===== src/rtl/ov7670_fb_pkg.sv =====
// Shared state encoding, scale-mode constants and channel expansion helper
// for the OV7670 frame-buffer writer.
package ov7670_fb_pkg;

   typedef enum logic [1:0] {
      ST_IDLE       = 2'd0,
      ST_WAIT_FRAME = 2'd1,
      ST_CAPTURE    = 2'd2
   } fb_state_t;

   localparam logic [1:0] SCALE_1X      = 2'd0;
   localparam logic [1:0] SCALE_HALF    = 2'd1;
   localparam logic [1:0] SCALE_QUARTER = 2'd2;
   localparam logic [1:0] SCALE_ALIAS   = 2'd3;

   // Mode 3 behaves exactly like quarter scale.
   function automatic logic [1:0] norm_scale(input logic [1:0] s);
      return (s == SCALE_ALIAS) ? SCALE_QUARTER : s;
   endfunction

   // Widen a w-bit channel (right-aligned in v) to 8 bits by repeating its MSBs.
   function automatic logic [7:0] expand8(input logic [7:0] v, input int w);
      logic [7:0] r;
      r = '0;
      for (int i = 0; i < 8; i++) begin
         r[7-i] = v[w-1-(i%w)];
      end
      return r;
   endfunction

endpackage


===== src/rtl/ov7670_px_convert.sv =====
// Combinational pixel conversion: expand RGB to 8 bits, optional luma,
// truncate each channel to OUT_CH_WIDTH bits.
module ov7670_px_convert #(
   parameter int R_WIDTH      = 5,
   parameter int G_WIDTH      = 6,
   parameter int B_WIDTH      = 5,
   parameter int PXL_WIDTH    = R_WIDTH + G_WIDTH + B_WIDTH,
   parameter int OUT_CH_WIDTH = 4
) (
   input  logic                      gray,
   input  logic [PXL_WIDTH-1:0]      pixel,
   output logic [3*OUT_CH_WIDTH-1:0] data
);
   import ov7670_fb_pkg::*;

   logic [R_WIDTH-1:0] r;
   logic [G_WIDTH-1:0] g;
   logic [B_WIDTH-1:0] b;
   logic [7:0]         r8;
   logic [7:0]         g8;
   logic [7:0]         b8;
   logic [9:0]         sum;
   logic [7:0]         y;
   logic               unused_bits;

   assign r = pixel[PXL_WIDTH-1 -: R_WIDTH];
   assign g = pixel[B_WIDTH +: G_WIDTH];
   assign b = pixel[B_WIDTH-1:0];

   assign r8 = expand8(8'(r), R_WIDTH);
   assign g8 = expand8(8'(g), G_WIDTH);
   assign b8 = expand8(8'(b), B_WIDTH);

   // Green weighted twice; the 10-bit sum cannot overflow (max 4*255).
   assign sum = 10'(r8) + (10'(g8) << 1) + 10'(b8);
   assign y   = sum[9:2];

   always_comb begin
      data = '0;
      if (gray) begin
         data = {y[7 -: OUT_CH_WIDTH], y[7 -: OUT_CH_WIDTH], y[7 -: OUT_CH_WIDTH]};
      end else begin
         data = {r8[7 -: OUT_CH_WIDTH], g8[7 -: OUT_CH_WIDTH], b8[7 -: OUT_CH_WIDTH]};
      end
   end

   assign unused_bits = ^{r8, g8, b8, sum};

endmodule


===== src/rtl/ov7670_fb_writer.sv =====
// Frame-buffer write engine: accepts camera pixels, decimates/converts them and
// issues linear BRAM writes one cycle later, with arm/done/error handshakes.
module ov7670_fb_writer #(
   parameter int H_WIDTH      = 640,
   parameter int V_WIDTH      = 480,
   parameter int R_WIDTH      = 5,
   parameter int G_WIDTH      = 6,
   parameter int B_WIDTH      = 5,
   parameter int PXL_WIDTH    = R_WIDTH + G_WIDTH + B_WIDTH,
   parameter int OUT_CH_WIDTH = 4,
   parameter int ADDR_WIDTH   = 19
) (
   input  logic                      i_clk,
   input  logic                      i_n_reset,
   input  logic                      i_arm,
   input  logic                      i_continuous,
   input  logic [1:0]                i_scale,
   input  logic                      i_gray,
   input  logic                      i_frame_start,
   input  logic                      i_valid,
   input  logic [10:0]               i_h_addr,
   input  logic [9:0]                i_v_addr,
   input  logic [PXL_WIDTH-1:0]      i_pixel_data,
   output logic                      o_wr_en,
   output logic [ADDR_WIDTH-1:0]     o_wr_addr,
   output logic [3*OUT_CH_WIDTH-1:0] o_wr_data,
   output logic                      o_busy,
   output logic                      o_frame_done,
   output logic                      o_frame_error
);
   import ov7670_fb_pkg::*;

   localparam int N_1X      = H_WIDTH * V_WIDTH;
   localparam int N_HALF    = (H_WIDTH >> 1) * (V_WIDTH >> 1);
   localparam int N_QUARTER = (H_WIDTH >> 2) * (V_WIDTH >> 2);
   localparam logic [10:0] H_LIM = 11'(H_WIDTH);
   localparam logic [9:0]  V_LIM = 10'(V_WIDTH);

   fb_state_t state_q;
   fb_state_t state_d;

   logic [ADDR_WIDTH-1:0]     cnt_q;
   logic [ADDR_WIDTH:0]       n_last_q;
   logic [ADDR_WIDTH:0]       n_last_d;
   logic [1:0]                scale_q;
   logic [1:0]                scale_d;
   logic                      gray_q;
   logic                      sat_q;
   logic [1:0]                align_mask;
   logic                      in_range;
   logic                      aligned;
   logic                      pix_ok;
   logic                      last;
   logic                      latch_mode;
   logic                      accept;
   logic                      done;
   logic                      restart;
   logic [3*OUT_CH_WIDTH-1:0] conv_data;

   ov7670_px_convert #(
      .R_WIDTH      (R_WIDTH),
      .G_WIDTH      (G_WIDTH),
      .B_WIDTH      (B_WIDTH),
      .PXL_WIDTH    (PXL_WIDTH),
      .OUT_CH_WIDTH (OUT_CH_WIDTH)
   ) u_convert (
      .gray  (gray_q),
      .pixel (i_pixel_data),
      .data  (conv_data)
   );

   // Decimation keeps only pixels whose low s bits of row and column are zero.
   always_comb begin
      align_mask = 2'b00;
      case (scale_q)
         SCALE_HALF:    align_mask = 2'b01;
         SCALE_QUARTER: align_mask = 2'b11;
         default:       align_mask = 2'b00;
      endcase
   end

   assign in_range = (i_h_addr < H_LIM) && (i_v_addr < V_LIM);
   assign aligned  = ((i_h_addr[1:0] | i_v_addr[1:0]) & align_mask) == 2'b00;
   assign pix_ok   = i_valid && in_range && aligned;
   assign last     = ({1'b0, cnt_q} == n_last_q);

   assign scale_d = norm_scale(i_scale);

   always_comb begin
      n_last_d = (ADDR_WIDTH+1)'(N_1X - 1);
      case (scale_d)
         SCALE_HALF:    n_last_d = (ADDR_WIDTH+1)'(N_HALF - 1);
         SCALE_QUARTER: n_last_d = (ADDR_WIDTH+1)'(N_QUARTER - 1);
         default:       n_last_d = (ADDR_WIDTH+1)'(N_1X - 1);
      endcase
   end

   always_ff @(posedge i_clk) begin
      if (!i_n_reset) begin
         state_q <= ST_IDLE;
      end else begin
         state_q <= state_d;
      end
   end

   always_comb begin
      state_d    = state_q;
      latch_mode = 1'b0;
      accept     = 1'b0;
      done       = 1'b0;
      restart    = 1'b0;
      case (state_q)
         ST_IDLE: begin
            if (i_arm) begin
               state_d = ST_WAIT_FRAME;
            end
         end
         ST_WAIT_FRAME: begin
            if (i_frame_start) begin
               state_d    = ST_CAPTURE;
               latch_mode = 1'b1;
            end
         end
         ST_CAPTURE: begin
            // A new VS before completion restarts the frame; no write that cycle.
            if (i_frame_start) begin
               restart    = 1'b1;
               latch_mode = 1'b1;
            end else if (pix_ok && !sat_q) begin
               accept = 1'b1;
               if (last) begin
                  done    = 1'b1;
                  state_d = i_continuous ? ST_WAIT_FRAME : ST_IDLE;
               end
            end
         end
         default: state_d = ST_IDLE;
      endcase
   end

   always_ff @(posedge i_clk) begin
      if (!i_n_reset) begin
         o_wr_en       <= 1'b0;
         o_wr_addr     <= '0;
         o_wr_data     <= '0;
         o_busy        <= 1'b0;
         o_frame_done  <= 1'b0;
         o_frame_error <= 1'b0;
         cnt_q         <= '0;
         n_last_q      <= '0;
         scale_q       <= SCALE_1X;
         gray_q        <= 1'b0;
         sat_q         <= 1'b0;
      end else begin
         o_wr_en       <= accept;
         o_frame_done  <= done;
         o_frame_error <= restart;
         o_busy        <= (state_d != ST_IDLE);
         if (accept) begin
            o_wr_addr <= cnt_q;
            o_wr_data <= conv_data;
            cnt_q     <= cnt_q + 1'b1;
            if (cnt_q == '1) begin
               sat_q <= 1'b1;
            end
         end
         if (latch_mode) begin
            scale_q  <= scale_d;
            gray_q   <= i_gray;
            n_last_q <= n_last_d;
            cnt_q    <= '0;
            sat_q    <= 1'b0;
         end
      end
   end

endmodule


===== config.mk =====
export PLATFORM = sky130hd
export DESIGN_NAME = ov7670_fb_writer
export DESIGN_NICKNAME = d
export VERILOG_FILES = /design/src/rtl/ov7670_fb_pkg.sv /design/src/rtl/ov7670_px_convert.sv /design/src/rtl/ov7670_fb_writer.sv
export SDC_FILE = /design/constraint.sdc
export NUM_CORES = 1
export LEC_CHECK = 0
export BUFFER_PORTS_ARGS = -buffer_cell sky130_fd_sc_hd__buf_2
export CELL_PAD_IN_SITES_DETAIL_PLACEMENT = 2
export CELL_PAD_IN_SITES_GLOBAL_PLACEMENT = 2
export CORE_MARGIN = 4
export CORE_UTILIZATION = 31
export CTS_CLUSTER_DIAMETER = 60
export CTS_CLUSTER_SIZE = 12
export DETAILED_ROUTE_END_ITERATION = 7
export GPL_ROUTABILITY_DRIVEN = 0
export PLACE_DENSITY = 0.8
export SYNTH_ARGS = -nofsm -noshare
export SYNTH_HDL_FRONTEND = slang
export SYNTH_HIERARCHICAL = 1
export SYNTH_SLANG_ARGS = --single-unit

===== constraint.sdc =====
create_clock -name i_clk -period 3.1 [get_ports i_clk]
set_input_delay 0.62 -clock i_clk [delete_from_list [all_inputs] [get_ports i_clk]]
set_output_delay 0.62 -clock i_clk [all_outputs]
set_load 0.02 [all_outputs]

==> Word level (Yosys, flattened, before mapping) <==
Index checks and enable logic that the tools add are counted.
{ "totals": {"mem_count": 0, "latchBits": 0, "regBits": 80, "output_inout_bits": 35, "ram_bits": 0, "romBits": 0, "elab_cells": 61} }
{ "op_classes": {"shift": 0, "bitwise": 5, "n_mul": 0, "div_mod_pow": 0, "n_mux": 17, "magnitude_cmp": 2, "n_eq_ne": 9, "reduce_logical": 13, "n_addsub": 3} }
{ "op_table": {"columns": ["op", "n"], "rows": [
  ["19-bit case mux with 2 select lines", 1],
  ["19-bit by 20-bit == test with 1-bit output", 1],
  ["19-bit by 1-bit adder with 19-bit output (second input constant)", 1],
  ["19-bit == test (second input constant)", 1],
  ["12-bit 2-to-1 mux", 1],
  ["2-bit 2-to-1 mux", 6],
  ["11-bit by 10-bit less-than comparator with 1-bit output (second input constant)", 1],
  ["10-bit by 8-bit adder with 10-bit output", 1],
  ["8-bit by 9-bit adder with 10-bit output", 1],
  ["10-bit by 9-bit less-than comparator with 1-bit output (second input constant)", 1],
  ["2-bit == test (second input constant)", 4],
  ["1-bit 2-to-1 mux", 7],
  ["2-bit by 1-bit == test with 1-bit output (second input constant)", 3],
  ["2-bit case mux with 3 select lines", 1],
  ["1-bit logical AND", 4],
  ["2-bit logical NOT", 2],
  ["2-bit case mux with 2 select lines", 1],
  ["2-bit AND reduction", 2],
  ["2-bit OR reduction", 2],
  ["4-bit OR reduction", 1],
  ["1-bit inverter", 3],
  ["2-bit AND", 1],
  ["2-bit bitwise OR", 1],
  ["2-bit nonzero test", 1],
  ["1-bit logical NOT", 1]
]} }

==> Depth between registers and ports, before layout <==
{ "logic_depth": {"word_depth": 10, "mapped_depth": 10, "depth_no_buf": 10} }

==> By module <==
The synthesis kept the hierarchy.
{ "by_module_without_submodules": {"columns": ["module", "cells_per_inst", "instances", "area_per_inst_um2", "seq_area_each_um2"], "rows": [
  ["ov7670_fb_writer", 334, 1, 2766.4, 1281.2],
  ["ov7670_px_convert", 78, 1, 570.5, 0.0]
]} }

==> Worst setup path after synthesis <==
Ideal clock, no wire load.
{ "synth_timing": {"kind": "input to register", "startpoint": "input port i_pixel_data[4]", "endpoint": "register o_wr_data[2]", "required_ns": 3.024, "path_stages": 8, "slack_ns": 0.561, "setup_ns": 0.076, "t_arrival_ns": 2.463, "cell_sequence": "fa_1 ha_1 nand4b_1 a211o_1 a2111o_1 o211ai_1 nand2_1 a21boi_0"} }
{ "synth_between": {"elab_chain_len": 2} }
{ "synth_lines": {"columns": ["element", "line_no", "source"], "rows": [
  ["start: declaration", "ov7670_fb_writer.sv:23", "input logic [PXL_WIDTH-1:0] i_pixel_data,"],
  ["10-bit by 8-bit adder with 10-bit output", "ov7670_px_convert.sv:35", "assign sum = 10'(r8) + (10'(g8) << 1) + 10'(b8);"],
  ["12-bit 2-to-1 mux", "ov7670_px_convert.sv:40", "if (gray) begin"],
  ["net conv_data[2]", "ov7670_fb_writer.sv:58", "logic [3*OUT_CH_WIDTH-1:0] conv_data;"],
  ["end signal: assignment", "ov7670_fb_writer.sv:161", "o_wr_data <= conv_data;"],
  ["end: declaration", "ov7670_fb_writer.sv:26", "output logic [3*OUT_CH_WIDTH-1:0] o_wr_data,"]
]} }
The timed path passes the listed nets, and every way through them passes these cells.
A chain may end at the register's enable or synchronous reset.

==> Final worst setup path <==
{ "layout_timing": {"startpoint": "register scale_q[0]", "endpoint": "register cnt_q[18]"} }
{ "layout_between": {"elab_chain_len": 9, "word_cells_on_any_way": 10, "cone_classes": "2 x eq/ne; 4 x mux; 1 x bitwise; 3 x reduce/logical"} }
{ "layout_lines": {"columns": ["element", "line_no", "source"], "rows": [
  ["start: declaration", "ov7670_fb_writer.sv:45", "logic [1:0] scale_q;"],
  ["start signal: assignment", "ov7670_fb_writer.sv:168", "scale_q <= scale_d;"],
  ["2-bit == test or 2-bit by 1-bit == test with 1-bit output (tied branches)", "ov7670_fb_writer.sv:75", "case (scale_q)"],
  ["2-bit case mux with 2 select lines (*)", "ov7670_fb_writer.sv:75", null],
  ["2-bit AND (*)", "ov7670_fb_writer.sv:83", "assign aligned = ((i_h_addr[1:0] | i_v_addr[1:0]) & align_mask) == 2'b00;"],
  ["2-bit logical NOT (*)", "ov7670_fb_writer.sv:83", null],
  ["1-bit logical AND (*)", "ov7670_fb_writer.sv:84", "assign pix_ok = i_valid && in_range && aligned;"],
  ["1-bit logical AND (*)", "ov7670_fb_writer.sv:129", "end else if (pix_ok && !sat_q) begin"],
  ["1-bit 2-to-1 mux (*)", "ov7670_fb_writer.sv:129", null],
  ["1-bit 2-to-1 mux (*)", "ov7670_fb_writer.sv:126", "if (i_frame_start) begin"],
  ["1-bit 2-to-1 mux (*)", "ov7670_fb_writer.sv:112", "case (state_q)"],
  ["end signal: assignment", "ov7670_fb_writer.sv:162", "cnt_q <= cnt_q + 1'b1;"],
  ["end: declaration", "ov7670_fb_writer.sv:42", "logic [ADDR_WIDTH-1:0] cnt_q;"]
]} }
Every way passes the cells marked *; elsewhere a longest branch is shown, timed or not.

==> summary.txt <==
Worst setup path
  • Reg-to-Reg End: cnt_q[18]$_SDFFE_PP0P_
  • Max incr delay on CP: 0.58 ns
  • Data arrival time of the worst path: around 2.9 ns
  • Crit. End Element: flop
  • Startpoint types: flop
  • Setup Crit Path Kind: reg -> reg
  • CP required: 3.36 ns
  • CP delay by family, top: simple AND/OR/NAND/NOR gates
  • Worst-path maximum fanout: 6
  • Worst path cell trace: inv_1 > ha_1 > o21ai_1 > nand2_1 > or4_1 > or3_1 > or4_1 > o21ai_1
  • Flop2flop setup slack: ~0.46 ns
  • Buf+Inv Stages, Crit Path: 1
  • CP max stage cell: or4_1
  • Reg2reg start: scale_q[0]$_SDFFE_PN0P_
  • Reg2Reg Depth: 8

Floorplanning
  • # rows: 37
  • Initial Util: 0.3204
  • Die area: ~12000 um2
  • Chip Width: between 100 and 150 um
  • # IOs: 81
  • Core area: 10420 um2
  • Die height: 111.8 um

Clock tree
  • Clock tree buffer depth: 2
  • CTS buffer count: 9
  • Post_cts resized: 0
  • H-tree levels: 3
  • Worst-skew pair later-pin latency: 0.34 ns
  • Post-CTS Setup Repair Bufs: 0
  • Hold_buf cts: 0
  • CTS tree: yes
  • Root Driver: clkbuf_8
  • Clk slew on worst S/H paths: roughly 0.070 ns
  • Clock sink count: 64

Routing
  • Final wirelength: roughly 10000 um
  • Number of nets with antenna violations after routing: 0
  • Wire length per cell: 16.40 um
  • Starting DRT DRC Count: around 110
  • Drt via density: 5.096
  • Detailed Routing Iterations Pass 1: 4
  • # DRC: 0
  • Routed vias: roughly 3200

Power
  • Gate power share: 0.149
  • Pwr per Cell Area: 475.4 nW/um2
  • P_int: 1.422 mW
  • Max rail drop VDD: roughly 0.19 mV
  • P_leak: 1.663 nW
  • Clock power share: 0.410
  • Sw Pwr: between 500 and 600 uW
  • Register share of total power: 0.441
  • Net Sw Frac: 0.2624

Min path
  • Worst Hold Launch: o_wr_addr[8]$_SDFFE_PN0P_
  • Worst Hold Class: reg -> reg
  • Hold path depth: 2
  • WHS Endpoint: o_wr_addr[8]$_SDFFE_PN0P_

Timing
  • Fmax: roughly 380 MHz
  • Final WS setup: about 0.46 ns
  • Worst hold margin: between 0.4 and 0.5 ns
  • Clk_skew: approximately 0.012 ns
  • Final Cycle Share: 0.8509
  • Post-layout minimum cycle time: approximately 2.6 ns
  • Hold Violations, Final: 0
  • Final setup vio count: 0
  • Least-Margin Pin Slew: ~0.51 ns
  • Final slew viol count: 0
  • RSZ-0062 raised after global routing: no
  • Setup_tns: 0 ns
  • Normalized max-slew margin: 0.6580

Synthesis
  • Mapped Cells: about 410
  • Post-synth EDFFs: 0
  • Top FF cell, synth: dfxtp_1
  • Syn Area/Cell: between 8 and 9 um2
  • Syn_nets: 478
  • Synthesized area: roughly 3300 um2
  • #FFs+latches synth: between 60 and 70
  • Post-synthesis async set-or-reset flop share: 0
  • Sequential cell area fraction in the yosys report: 0.3840
  • Cell variety after synth: around 40
  • Warnings from Yosys: 6

Global route
  • Largest net degree at the start of global routing: 38
  • Total track usage: 0.1708
  • Global-route wire length before repair: between 15000 and 20000 um
  • Vias in the first global route: 3524
  • Antenna violations before repair: 0
  • Grt total ovfl: 0

Place
  • Dpl hpwl: 7735 um
  • I/O Buffers: 72
  • Pre-CTS setup slack: ~0.17 ns

Cells and area
  • # nets final: roughly 550
  • Share of cells above drive strength 1: 0.1955
  • Area Overhead vs Synth: 21.56%
  • Antenna Cells: 0
  • Fillers: ~1200

Flow run
  • Max Cap Violations: 0

Outcome
  • Status: completed
## power by group through the flow
stage	logic [mW]	registers (mW)	clock network [mW]
after floorplan	0.181	0.867	0
after global placement	0.267	0.868	0
after CTS	0.289	0.851	0.814
final	0.288	0.851	0.790
after detailed placement	0.288	0.869	0
after global routing	0.324	0.852	0.860
## layout by cell type, fill, tap and decap left out, drive strengths merged, types with 2 or more instances in the layout
| master | netlist | routed |
|---|---|---|
| o21ai | 12 | 12 |
| nor2b | 4 | 4 |
| o21a | 2 | 2 |
| and3 | 9 | 9 |
| o2111ai | 2 | 2 |
| or4 | 4 | 4 |
| nand4b | 2 | 2 |
| a21boi | 35 | 35 |
| o31ai | 4 | 4 |
| nor2 | 34 | 34 |
| dfxtp | 64 | 64 |
| and4 | 3 | 3 |
| and2 | 4 | 4 |
| clkbuf | 19 | 13 |
| nand4 | 9 | 9 |
| bufinv | 0 | 2 |
| ha | 13 | 13 |
| xnor2 | 10 | 10 |
| nand2 | 94 | 94 |
| o211ai | 4 | 4 |
| xor2 | 11 | 11 |
| buf | 1 | 78 |
| inv | 15 | 15 |
| nor4 | 3 | 3 |
| nor3 | 12 | 12 |
| fa | 7 | 7 |
| nand3 | 11 | 11 |
| a21oi | 12 | 12 |
## cell type report
class / count / area (um2) / share of cell area
inverter: 15 / 56.30 / 0.01388
timing repair buffer: 78 / 405.4 / 0.09994
clock inverter: 3 / 65.06 / 0.01604
multi-input combinational: 313 / 1929 / 0.4756
sequential: 64 / 1281 / 0.3159
tap: 136 / 170.2 / 0.04195
clock buffer: 13 / 148.9 / 0.03671
## metrics by stage
step / power (mW) / utilization / std cells / area [um2]
finish: 1.928 / 0.3894 / 622 / 4056
global route: 2.037 / 0.3894 / 622 / 4056
CTS: 1.954 / 0.3894 / 622 / 4056
detailed placement: 1.157 / 0.3689 / 606 / 3842
global placement: 1.135 / 0.3689 / 606 / 3842
floorplan: 1.048 / - / 412 / 3337
## kinds of logic (layout without fill, tap and decap cells)
group,Yosys count,in the layout,share of synthesized area
AND/OR/NAND/NOR,192,192,0.2636
adder cells (fa/ha/maj),20,20,0.09074
XOR/XNOR,21,21,0.05512
flip-flops,64,64,0.3840
buffers and inverters,35,109,0.03974
multiplexers,2,2,0.006374
AO/OA/AOI/OAI,78,78,0.1605
## layer usage
metal	track usage	part of all wire	vias to the layer above
met3	0.04674	0.034	9
met2	0.3038	0.50	60
met1	0.2055	0.45	1558
met5	0	0	-
li1	-	-	1543
met4	0.03731	0.010	0
## cells in the mapped netlist (7+ instances only)
| cell | n | area share |
|---|---|---|
| nand2_1 | 94 | 0.11 |
| dfxtp_1 | 64 | 0.38 |
| a21boi_0 | 35 | 0.079 |
| nor2_1 | 34 | 0.038 |
| clkbuf_1 | 19 | 0.021 |
| inv_1 | 15 | 0.017 |
| ha_1 | 13 | 0.049 |
| a21oi_1 | 12 | 0.018 |
| nand3_1 | 11 | 0.016 |
| nor3_1 | 11 | 0.016 |
| xor2_1 | 11 | 0.029 |
| xnor2_1 | 10 | 0.026 |
| and3_1 | 9 | 0.017 |
| nand4_1 | 9 | 0.017 |
| o21ai_0 | 8 | 0.012 |
| fa_1 | 7 | 0.042 |
## tightest hold or removal path: stages (launching register included)
cell,delay [ns]
dfxtp_1,0.31
nand2_1,0.05
a21boi_0,0.06
## how the worst max path moves through the flow
stage	depth (start not counted)	start	to	slack (ns)
floorplan	8	i_pixel_data[4]	o_wr_data[2]$_SDFFE_PN0P_	0.56
global placement	9	i_pixel_data[4]	o_wr_data[10]$_SDFFE_PN0P_	0.25
detailed placement	9	i_pixel_data[4]	o_wr_data[0]$_SDFFE_PN0P_	0.17
CTS	8	scale_q[0]$_SDFFE_PN0P_	cnt_q[18]$_SDFFE_PP0P_	0.47
global route	8	scale_q[0]$_SDFFE_PN0P_	cnt_q[18]$_SDFFE_PP0P_	0.32
finish	8	scale_q[0]$_SDFFE_PN0P_	cnt_q[18]$_SDFFE_PP0P_	0.46
## state kept, by name, summed over array words and instances (netlist names), 2 cells and up
| signal | cells |
|---|---|
| cnt_q | 19 |
| o_wr_addr | 19 |
| o_wr_data | 12 |
| n_last_q | 4 |
| scale_q | 2 |
| state_q | 2 |
Power figures use the tool's default switching activity.
